==> src/rtl/wb_merge.sv <==
// Writeback merge: two fixed-latency ALU pipes plus a queued long-latency
// stream merged onto the two register-file write ports without collisions.
//
// Ports:
//   clk, rst              clock, synchronous active-high reset
//   src0_* / src1_*       ALU results (always accepted); src1 is younger
//   src2_* / src2_ready   long-latency results into a QDEPTH-entry FIFO
//   flush                 drop every queued src2 result
//   wen1/waddr1/wdata1    register-file write port 1 (registered)
//   wen2/waddr2/wdata2    register-file write port 2 (registered)
//   q_count               FIFO occupancy (registered)
module wb_merge #(
    parameter int GRLEN  = 32,
    parameter int QDEPTH = 4,
    parameter int CW     = 3
) (
    input  logic             clk,
    input  logic             rst,
    input  logic             src0_valid,
    input  logic [4:0]       src0_addr,
    input  logic [GRLEN-1:0] src0_data,
    input  logic             src1_valid,
    input  logic [4:0]       src1_addr,
    input  logic [GRLEN-1:0] src1_data,
    input  logic             src2_valid,
    output logic             src2_ready,
    input  logic [4:0]       src2_addr,
    input  logic [GRLEN-1:0] src2_data,
    input  logic             flush,
    output logic             wen1,
    output logic [4:0]       waddr1,
    output logic [GRLEN-1:0] wdata1,
    output logic             wen2,
    output logic [4:0]       waddr2,
    output logic [GRLEN-1:0] wdata2,
    output logic [CW-1:0]    q_count
);

    localparam int PW = $clog2(QDEPTH);

    logic [4:0]       q_addr [QDEPTH];
    logic [GRLEN-1:0] q_data [QDEPTH];
    logic [PW-1:0]    rd_ptr;
    logic [PW-1:0]    wr_ptr;
    logic [PW-1:0]    rd_ptr1;

    logic             live0;
    logic             live1;
    logic             push;
    logic [1:0]       pops;
    logic             has1;
    logic             has2;
    logic [4:0]       h0_addr;
    logic [4:0]       h1_addr;
    logic [GRLEN-1:0] h0_data;
    logic [GRLEN-1:0] h1_data;
    logic [4:0]       alu_addr;

    logic             wen1_n;
    logic [4:0]       waddr1_n;
    logic [GRLEN-1:0] wdata1_n;
    logic             wen2_n;
    logic [4:0]       waddr2_n;
    logic [GRLEN-1:0] wdata2_n;

    assign src2_ready = !rst && (q_count < CW'(QDEPTH));
    assign push = src2_valid && src2_ready && (src2_addr != 5'd0) && !flush;

    assign rd_ptr1 = rd_ptr + PW'(1);
    assign h0_addr = q_addr[rd_ptr];
    assign h0_data = q_data[rd_ptr];
    assign h1_addr = q_addr[rd_ptr1];
    assign h1_data = q_data[rd_ptr1];
    assign has1    = q_count >= CW'(1);
    assign has2    = q_count >= CW'(2);

    // src0 loses to a same-register src1 in the same cycle (src1 is younger).
    assign live0 = src0_valid && (src0_addr != 5'd0) &&
                   !(src1_valid && (src1_addr == src0_addr));
    assign live1 = src1_valid && (src1_addr != 5'd0);
    assign alu_addr = live0 ? src0_addr : src1_addr;

    always_comb begin
        pops     = 2'd0;
        wen1_n   = live0;
        waddr1_n = live0 ? src0_addr : 5'd0;
        wdata1_n = live0 ? src0_data : '0;
        wen2_n   = live1;
        waddr2_n = live1 ? src1_addr : 5'd0;
        wdata2_n = live1 ? src1_data : '0;
        if (!flush) begin
            if (!live0 && !live1) begin
                if (has2) begin
                    pops     = 2'd2;
                    // Older head is dead if head+1 targets the same register.
                    if (h0_addr != h1_addr) begin
                        wen1_n   = 1'b1;
                        waddr1_n = h0_addr;
                        wdata1_n = h0_data;
                    end
                    wen2_n   = 1'b1;
                    waddr2_n = h1_addr;
                    wdata2_n = h1_data;
                end else if (has1) begin
                    pops     = 2'd1;
                    wen1_n   = 1'b1;
                    waddr1_n = h0_addr;
                    wdata1_n = h0_data;
                end
            end else if (!(live0 && live1) && has1) begin
                pops = 2'd1;
                // A head hitting the live ALU register is stale: drop it.
                if (h0_addr != alu_addr) begin
                    if (live0) begin
                        wen2_n   = 1'b1;
                        waddr2_n = h0_addr;
                        wdata2_n = h0_data;
                    end else begin
                        wen1_n   = 1'b1;
                        waddr1_n = h0_addr;
                        wdata1_n = h0_data;
                    end
                end
            end
        end
    end

    always_ff @(posedge clk) begin
        if (push) begin
            q_addr[wr_ptr] <= src2_addr;
            q_data[wr_ptr] <= src2_data;
        end
    end

    always_ff @(posedge clk) begin
        if (rst) begin
            rd_ptr  <= '0;
            wr_ptr  <= '0;
            q_count <= '0;
            wen1    <= 1'b0;
            waddr1  <= 5'd0;
            wdata1  <= '0;
            wen2    <= 1'b0;
            waddr2  <= 5'd0;
            wdata2  <= '0;
        end else begin
            wen1   <= wen1_n;
            waddr1 <= waddr1_n;
            wdata1 <= wdata1_n;
            wen2   <= wen2_n;
            waddr2 <= waddr2_n;
            wdata2 <= wdata2_n;
            if (flush) begin
                rd_ptr  <= '0;
                wr_ptr  <= '0;
                q_count <= '0;
            end else begin
                rd_ptr  <= rd_ptr + PW'(pops);
                wr_ptr  <= wr_ptr + PW'(push);
                q_count <= q_count + CW'(push) - CW'(pops);
            end
        end
    end

endmodule
==> config.mk <==
export PLATFORM = sky130hd
export DESIGN_NAME = wb_merge
export DESIGN_NICKNAME = d
export VERILOG_FILES = /design/src/rtl/wb_merge.sv
export SDC_FILE = /design/constraint.sdc
export NUM_CORES = 1
export LEC_CHECK = 0
export ABC_AREA = 1
export CORE_MARGIN = 2
export CORE_UTILIZATION = 30
export DETAILED_ROUTE_END_ITERATION = 8
export SETUP_SLACK_MARGIN = 0.1
export SKIP_CTS_REPAIR_TIMING = 1
export SLEW_MARGIN = 10
export SYNTH_ARGS = -nofsm -noshare
export SYNTH_HDL_FRONTEND = slang
export SYNTH_SLANG_ARGS = --single-unit
==> constraint.sdc <==
create_clock -name clk -period 5.3 [get_ports clk]
set_clock_uncertainty 0.2 [all_clocks]
set_input_delay 1.59 -clock clk [delete_from_list [all_inputs] [get_ports clk]]
set_output_delay 1.59 -clock clk [all_outputs]
set_load 0.1 [all_outputs]
==> results of run 1 <==
-- cell type report --
cell class	count	area share (%)
clock inverter	15	0.861
multi-input combinational	930	30.6
sequential	231	41.6
clock buffer	34	4.92
inverter	131	3.35
timing repair buffer	215	14.3
tap	511	4.35
antenna	1	0.0170
-- through the flow --
stage / total power (W) / instances / worst slack, ns / util (%)
after floorplan: 0.00250 / 1382 / -0.176 / -
after global placement: 0.00276 / 2018 / 0.417 / 36.7
after detailed placement: 0.00277 / 2018 / 0.313 / 36.7
after CTS: 0.00455 / 2067 / 0.893 / 39.0
after global routing: 0.00466 / 2067 / 0.578 / 39.0
final: 0.00450 / 2068 / 0.826 / 39.0
-- critical path: stages --
cell and delay [ns]:
clkdlybuf4s50_1 0.59, inv_1 0.09, nand2_1 0.06, nand2_1 0.05, nor2_1 0.15, nand3_2 0.15
nand2_2 0.22, o21ai_0 0.17, nor3_1 0.36, inv_1 0.11, nand2_1 0.07, nand2_1 0.05
ha_1 0.21, fa_1 0.44, xnor2_1 0.18, xor2_1 0.16, nor2_1 0.05
-- routing by layer --
layer	routed length, um	vias to the layer above	share of wire [%]	GRT usage (%)
met5	10	-	0.026	0
met4	1340	2	3.5	7.79
met3	3190	87	8.3	3.76
met2	18200	442	47	32.9
met1	15700	4899	41	23.7
li1	-	4961	-	-
-- sequential cells by signal, indices dropped and copies added, names as in the netlist --
register,cells
wen2,1
waddr2,5
q_addr,20
waddr1,5
wdata1,32
rd_ptr,2
wen1,1
q_count,3
wdata2,32
q_data,128
wr_ptr,2
-- power by group through the flow --
stage	Clock, W	Combinational (W)	Sequential [W]
finish	0.00177	0.000748	0.00198
floorplan	0	0.000220	0.00228
detailed placement	0	0.000748	0.00202
global route	0.00188	0.000797	0.00198
CTS	0.00182	0.000750	0.00198
global placement	0	0.000743	0.00202
-- how the worst max path moves through the flow --
| stage | to | slack [ns] | cells past startpoint |
|---|---|---|---|
| after CTS | q_count[2] | 0.89 | 17 |
| after floorplan | q_addr[0][0] | -0.18 | 4 |
| final | q_count[2] | 0.83 | 17 |
| after detailed placement | q_count[2] | 0.31 | 17 |
| after global routing | q_count[2] | 0.58 | 17 |
| after global placement | q_count[2] | 0.42 | 17 |
-- cell usage after synthesis, types with 3 or more instances --
cell type / n / area (sq um)
ha_1: 3 / 37.5
nor2_2: 4 / 25.0
o21ai_1: 3 / 15.0
nand2_2: 3 / 18.8
inv_1: 122 / 458
a21oi_1: 81 / 405
nand3_2: 12 / 120
dfxtp_1: 83 / 1660
xnor2_1: 3 / 26.3
inv_2: 7 / 26.3
clkbuf_1: 64 / 240
nor3_1: 7 / 35.0
buf_4: 6 / 45.0
nor2_1: 139 / 522
xor2_1: 3 / 26.3
nand4_1: 3 / 18.8
nand2_1: 306 / 1150
o22ai_1: 56 / 350
o21ai_0: 137 / 686
a22oi_1: 7 / 52.6
nand3_1: 119 / 596
buf_2: 14 / 70.1
buf_6: 3 / 33.8
edfxtp_1: 148 / 4440
nand3b_1: 32 / 240
-- kinds of logic (layout without fill, tap and decap cells) --
| kind of cell | count (synthesis) | in the layout | synth area share, % |
|---|---|---|---|
| AND/OR/NAND/NOR | 629 | 629 | 24.1 |
| XOR/XNOR | 6 | 6 | 0.459 |
| buffers and inverters | 221 | 395 | 7.88 |
| AO/OA/AOI/OAI | 291 | 291 | 13.7 |
| adder cells (fa/ha/maj) | 4 | 4 | 0.502 |
| other | 0 | 1 | 0 |
| flip-flops | 231 | 231 | 53.3 |
==> key figures, run 1 <==
Status
  – Outcome: finished, final reports clean

Place
  – Placed Area: 13800 sq um
  – RePlAce Congestion: 0.822
  – I/O Buffers: 196
  – Hpwl dp: 23900 um

STA
  – Slew HR: 16.0%
  – Fin. max-slew vios: 0
  – Final Hold Viols: 0
  – Fin crit share: 84.4%
  – RSZ-0062 raised after global routing: false
  – Fmax achieved: 224 MHz
  – Worst Tran Pin Value: 1.26 ns
  – Hold slack final: 0.397 ns
  – Endpoints failing setup: 0
  – Setup TNS: 0 ns
  – Final period demand of the worst path: 4.47 ns

Critical path
  – Reg2Reg Setup Slack: 1.30 ns
  – WP data required: 5.53 ns
  – Worst setup path start: src0_addr[4]
  – Worst r2r src: rd_ptr[0]
  – Worst setup EP type: flop
  – Crit Path Max Fanout: 11
  – Startpoint types: primary input
  – Setup Crit Path Kind: primary input to flop
  – Reg-to-Reg End: wdata1[10]
  – R2R cell count: 12
  – Worst EP arrival: 4.71 ns

Layout
  – Share of cells above drive strength 1: 6.68%
  – Storage cell area: 6110 sq um
  – Most common cell after layout, fill and taps aside: nand2_1
  – Final non-filler cell area: 14700 sq um
  – Leading cell types in the layout, fill and taps excluded: nand2_1 (304), clkdlybuf4s50_1 (193), edfxtp_1 (148)
  – Syn-to-layout area delta: 28.1%
  – Nets: 1657
  – Multi-input gate area: 4490 sq um
  – Filler cells: 3799

Power
  – Sw frac: 28.0%
  – Sequential power share: 44.0%
  – NetSw: 0.00126 W
  – Comb pwr share: 16.6%
  – Clock power share: 39.3%
  – Leak pwr: 5.84 nW
  – Int Power: 0.00323 W
  – Pwr dens: 306 nW/um^2
  – Maximum vdd drop: 221 uV

Yosys
  – Synthesized net count: 1503
  – Post-synth cell types: 36
  – Avg Cell Area, Syn: 8.29 sq um
  – FF+latch count, synth: 231
  – Async SR Flop Fraction: 0%
  – Post-synth EDFFs: 148
  – Post-synthesis sequential area ratio: 53.3%
  – Predominant post-synthesis flop cell: edfxtp_1
  – Synthesized instance count: 1382
  – Ys Warns: 0
  – Mapped Area: 11500 sq um

Clocking
  – Clk_lat worst skew: 0.54 ns
  – H-tree Lvls: 1
  – Clock sinks: 231
  – Clock Path Buffers: 3
  – TritonCTS clock tree: yes
  – Cts bufs inserted: 27
  – CTS root buf: clkbuf_16
  – Clock transition at path regs: 0.06 ns

Drt
  – Pre-antenna DRT Iters: 5
  – Avg Vias per Cell: 5.02
  – Final WL: 38500 um
  – Drt wl/cell: 18.6 um
  – Number of routed nets with antenna violations: 0
  – Drt drc: 0
  – Via count: 10391
  – Initial DRC count: 724

Worst hold path
  – Worst hold start: wr_ptr[1]
  – Worst min-delay path class: flop to flop
  – Hold path cells: 2
  – Hold worst-path end: wr_ptr[1]

GRT
  – Overflow after GRT: 0
  – Vias in the first global route: 10203
  – GRT Overall Usage: 19.2%
  – Largest net degree at the start of global routing: 81
  – First-pass GRT wire length: 57700 um
  – Number of antenna violations at the first check in global routing: 2

Floorplanning
  – Die area: 39800 sq um
  – Placeable Area: 37700 sq um
  – Die H: 199 um
  – I/O pin total: 197
  – Site Rows: 71
  – Die Wd: 199 um
  – Initial core utilization: 30.4%

Flow run
  – Max_cap viols: 0
Power figures use the tool's default switching activity.
==> run 2: changes to the inputs <==
==> constraint.sdc (replaced) <==
create_clock -name clk -period 4.15 [get_ports clk]
set_clock_uncertainty 0.2 [all_clocks]
set_input_delay 1.245 -clock clk [delete_from_list [all_inputs] [get_ports clk]]
set_output_delay 1.245 -clock clk [all_outputs]
set_load 0.1 [all_outputs]
==> key figures, run 2 (same netlist as run 1, synthesis figures left out) <==
Critical path
  – Sequence of cells on the critical path: clkdlybuf4s50_1 -> inv_1 -> nand2_1 -> nand2_1 -> nor2_1 -> nand3_2 -> nand2_2 -> o21ai_0 -> nor3_1 -> inv_1 -> nand2_1 -> nand2_1 -> ha_1 -> fa_1 -> xnor2_1 -> xor2_1 -> nor2_1
  – Worst EP arrival: 4.02 ns
  – Reg2Reg Setup Slack: 0.73 ns
  – Crit path capture: q_count[2]
  – CP max stage cell: clkdlybuf4s50_1
  – Startpoint types: primary input
  – Reg-to-Reg End: wdata1[30]
  – Most used cell, CP: nand2_1
  – WP data required: 4.39 ns
  – Crit Path Max Fanout: 4
  – Critical Path Stages: 17
  – Worst setup EP type: flop
  – Worst path bufs/invs: 3
  – Largest stage delay on the critical path: 0.58 ns
  – Setup Crit Path Kind: primary input to flop
  – Delay-heaviest family, CP: simple AND/OR/NAND/NOR gates
  – Worst r2r src: rd_ptr[0]
  – R2R cell count: 13
  – Worst setup path start: src0_addr[4]

STA
  – RSZ-0062 raised after global routing: false
  – Slew HR: 17.4%
  – Hold slack final: 0.397 ns
  – Final period demand of the worst path: 3.78 ns
  – Worst Tran Pin Value: 1.24 ns
  – Fin. max-slew vios: 0
  – Fmax achieved: 265 MHz
  – Fin crit share: 91.0%
  – Final Hold Viols: 0
  – Endpoints failing setup: 0

Power
  – Sw frac: 26.8%
  – NetSw: 0.00166 W
  – Maximum vdd drop: 271 uV
  – Sequential power share: 40.8%
  – Comb pwr share: 15.8%
  – Pwr dens: 412 nW/um^2
  – Clock power share: 43.5%
  – Int Power: 0.00454 W
  – Leak pwr: 6.16 nW

Layout
  – Storage cell area: 6110 sq um
  – Filler cells: 3781
  – Final non-filler cell area: 15100 sq um
  – Leading cell types in the layout, fill and taps excluded: nand2_1 (304), clkdlybuf4s50_1 (155), edfxtp_1 (148)
  – Multi-input gate area: 4490 sq um
  – Nets: 1686
  – Share of cells above drive strength 1: 11.2%
  – Register bank with the most flops: q_data
  – Largest regs: q_data x128, wdata1 x32, wdata2 x32
  – Most common cell after layout, fill and taps aside: nand2_1
  – Syn-to-layout area delta: 31.4%
  – Max reg flops: 128

GRT
  – Vias in the first global route: 10263
  – Overflow after GRT: 0
  – GRT Overall Usage: 19.5%
  – Number of antenna violations at the first check in global routing: 2
  – First-pass GRT wire length: 59100 um
  – Largest net degree at the start of global routing: 76

Clocking
  – Cts bufs inserted: 28
  – H-tree Lvls: 1
  – TritonCTS clock tree: yes
  – CTS root buf: clkbuf_16
  – Clock sinks: 231
  – Clock transition at path regs: 0.06 ns
  – Clk_lat worst skew: 0.55 ns
  – Clock Path Buffers: 3

Status
  – Outcome: finished, final reports clean

Flow run
  – Max_cap viols: 0

Place
  – Hpwl dp: 25000 um
  – I/O Buffers: 196
  – RePlAce Congestion: 0.862
  – Placed Area: 14000 sq um

Drt
  – Via count: 10592
  – Initial DRC count: 841
  – Final WL: 39300 um
  – Drt drc: 0
  – Avg Vias per Cell: 5.05
  – Pre-antenna DRT Iters: 5
  – Drt wl/cell: 18.7 um
  – Number of routed nets with antenna violations: 0

Floorplanning
  – Die area: 39800 sq um
  – Die H: 199 um
  – I/O pin total: 197
  – Site Rows: 71
  – Initial core utilization: 30.4%
  – Placeable Area: 37700 sq um
  – Die Wd: 199 um

Worst hold path
  – Worst min-delay path class: flop to flop
  – Hold path cells: 2
==> run 2: worst min path at each step <==
stage / from / to
floorplan: wr_ptr[1] / wr_ptr[1]
global placement: wr_ptr[1] / wr_ptr[1]
detailed placement: wr_ptr[1] / wr_ptr[1]
CTS: wr_ptr[1] / wr_ptr[1]
global route: wr_ptr[1] / wr_ptr[1]
finish: wr_ptr[1] / wr_ptr[1]
==> run 2: area by class of cell <==
cell class | count | area share [%]
antenna | 1 | 0.0166
inverter | 131 | 3.26
tap | 511 | 4.24
multi-input combinational | 930 | 29.8
sequential | 231 | 40.6
clock buffer | 35 | 5.10
timing repair buffer | 243 | 15.2
clock inverter | 17 | 1.76
==> run 2: worst register-to-register path: stages, from the launching register on <==
cell      delay [ns]
dfxtp_4         0.40
nor2_4          0.96
inv_1           0.25
nand2_1         0.17
nand2_1         0.06
nand2_1         0.12
nor2_1          0.06
nor3b_1         0.21
nand3b_1        0.13
nand2_1         0.15
nand2_4         0.17
buf_12          0.22
nand3_1         0.14
nand2_1         0.06
==> run 2: power by group through the flow <==
| stage | Clock [W] | Sequential [W] | Combinational (W) |
|---|---|---|---|
| after global placement | 0 | 0.00258 | 0.000967 |
| after CTS | 0.00275 | 0.00253 | 0.000979 |
| final | 0.00270 | 0.00253 | 0.000977 |
| after detailed placement | 0 | 0.00258 | 0.000974 |
| after floorplan | 0 | 0.00291 | 0.000281 |
| after global routing | 0.00284 | 0.00253 | 0.00104 |
==> run 2: per-layer routing <==
metal  vias to the layer above  track usage [%]  wire, um
met3                        49             3.21      2870
met4                         0             5.82       716
met2                       433             33.2     18700
met5                         -                0         0
li1                       5031                -         -
met1                      5079             25.6     17100
==> run 2: stage by stage <==
stage | utilization (%) | total power, W | worst slack, ns | setup TNS [ns] | std cells
finish | 40.0 | 0.00620 | 0.373 | 0 | 2099
global placement | 37.2 | 0.00354 | -0.0561 | -0.0561 | 2046
global route | 40.0 | 0.00641 | 0.197 | 0 | 2099
detailed placement | 37.2 | 0.00355 | -0.169 | -0.169 | 2046
floorplan | - | 0.00320 | -0.981 | -145.14 | 1382
CTS | 40.0 | 0.00626 | 0.414 | 0 | 2098
==> run 3: changes to the inputs <==
--- a/config.mk
+++ b/config.mk
@@ -7,7 +7,7 @@
 export LEC_CHECK = 0
 export ABC_AREA = 1
 export CORE_MARGIN = 2
-export CORE_UTILIZATION = 30
+export CORE_UTILIZATION = 36
 export DETAILED_ROUTE_END_ITERATION = 8
 export SETUP_SLACK_MARGIN = 0.1
 export SKIP_CTS_REPAIR_TIMING = 1
==> key figures, run 3 (same netlist as run 1, synthesis figures left out) <==
Drt
  – Via count: 10520
  – Drt drc: 0
  – Final WL: 37500 um
  – Avg Vias per Cell: 5.28
  – Pre-antenna DRT Iters: 5
  – Initial DRC count: 1101
  – Drt wl/cell: 18.8 um
  – Number of routed nets with antenna violations: 0

Worst hold path
  – Hold path cells: 2
  – Worst min-delay path class: flop to flop
  – Worst hold start: wr_ptr[1]
  – Hold worst-path end: wr_ptr[1]

Layout
  – Largest regs: q_data x128, wdata1 x32, wdata2 x32
  – Nets: 1689
  – Antenna Cells: 0
  – Max reg flops: 128
  – Register bank with the most flops: q_data
  – Share of cells above drive strength 1: 10.8%
  – Syn-to-layout area delta: 29.8%
  – Most common cell after layout, fill and taps aside: nand2_1
  – Leading cell types in the layout, fill and taps excluded: nand2_1 (304), clkdlybuf4s50_1 (161), edfxtp_1 (148)

Clocking
  – Clock sinks: 231
  – Cts bufs inserted: 28
  – Clock Path Buffers: 3
  – CTS root buf: clkbuf_16
  – H-tree Lvls: 1
  – Clock transition at path regs: 0.06 ns
  – Clk_lat worst skew: 0.55 ns
  – TritonCTS clock tree: yes

STA
  – Hold slack final: 0.390 ns
  – Slew HR: 33.5%
  – Endpoints failing setup: 0
  – Worst setup margin: 0.433 ns
  – Fmax achieved: 269 MHz
  – Final period demand of the worst path: 3.72 ns
  – RSZ-0062 raised after global routing: false
  – Fin. max-slew vios: 0
  – Fin crit share: 89.6%
  – Setup TNS: 0 ns
  – Final Hold Viols: 0
  – Worst Tran Pin Value: 0.994 ns

Place
  – Post-placement setup slack: -0.121 ns
  – Hpwl dp: 23200 um
  – I/O Buffers: 196
  – RePlAce Congestion: 0.866

GRT
  – Vias in the first global route: 10121
  – Overflow after GRT: 0
  – Largest net degree at the start of global routing: 70
  – First-pass GRT wire length: 57100 um
  – Number of antenna violations at the first check in global routing: 1
  – GRT Overall Usage: 22.2%

Critical path
  – Reg-to-Reg End: wdata1[26]
  – Worst r2r src: rd_ptr[1]
  – Startpoint types: primary input
  – WP data required: 4.38 ns
  – Worst EP arrival: 3.95 ns
  – R2R cell count: 13
  – Crit Path Max Fanout: 4
  – Reg2Reg Setup Slack: 0.85 ns
  – Setup Crit Path Kind: primary input to flop
  – Worst setup EP type: flop

Power
  – Total power: 0.00594 W
  – Pwr dens: 399 nW/um^2
  – Leak pwr: 6.11 nW
  – Maximum vdd drop: 346 uV

Floorplanning
  – I/O pin total: 197
  – Die Wd: 182 um
  – Site Rows: 65
  – Initial core utilization: 36.4%
  – Die H: 182 um
  – Placeable Area: 31500 sq um
  – Die area: 33300 sq um

Flow run
  – Max_cap viols: 0

Status
  – Outcome: finished, final reports clean
run 3: worst max path at each step:
stage,from,cells past startpoint,slack (ns),end
6_report,src0_addr[4],18,0.43,q_count[2]
5_1_grt,src0_addr[4],18,0.15,q_count[2]
4_1_cts,src0_addr[4],18,0.43,q_count[2]
3_5_place_dp,src0_addr[4],18,-0.12,q_count[2]
3_3_place_gp,src0_addr[4],17,-0.04,q_count[2]
2_1_floorplan,rst,4,-0.98,q_addr[0][0]
run 3: critical path, stage by stage:
cell and delay, ns:
clkdlybuf4s50_1 0.56, inv_1 0.09, nand2_1 0.06, nand2_1 0.05, nor2_1 0.13, nand3_2 0.09, nand2_2 0.09, nand2_1 0.08
nor2_2 0.10, nor3_1 0.08, buf_4 0.15, nand2_1 0.11, nand2_1 0.07, ha_1 0.20, fa_1 0.45, xnor2_1 0.19
xor2_1 0.16, nor2_1 0.05
run 3: stage by stage:
step | util [%] | std cells | area (sq um)
after CTS | 47.2 | 1992 | 14900
final | 47.2 | 1992 | 14900
after detailed placement | 44.3 | 1940 | 13900
after global placement | 44.3 | 1940 | 13900
after floorplan | - | 1382 | 11500
after global routing | 47.2 | 1992 | 14900
run 3: per-layer routing:
| layer | GRT usage (%) | up-vias | part of all wire (%) |
|---|---|---|---|
| met1 | 28.7 | 4938 | 43 |
| li1 | - | 5033 | - |
| met4 | 7.71 | 2 | 2.6 |
| met2 | 38.0 | 466 | 47 |
| met5 | 0 | - | 0.035 |
| met3 | 3.41 | 81 | 7.5 |
run 3: layout make-up:
| cell class | instances | area [sq um] |
|---|---|---|
| fillers | 2971 | 16600 |
| flip-flops and latches | 231 | 6110 |
| multi-input cells | 930 | 4490 |
| repair buffers | 246 | 2340 |
| clock buffers | 40 | 818 |
| well taps | 402 | 503 |
| inverters | 131 | 492 |
| clock inverters | 12 | 111 |
run 3: where the power goes:
| part | total [W] | internal (W) | switching, W | leakage, nW |
|---|---|---|---|---|
| combinational | 0.000972 | 0.000295 | 0.000678 | 3.63 |
| sequential | 0.00253 | 0.00250 | 0.0000231 | 2.02 |
| clock | 0.00244 | 0.00149 | 0.000952 | 0.461 |
| total | 0.00594 | 0.00429 | 0.00165 | 6.11 |
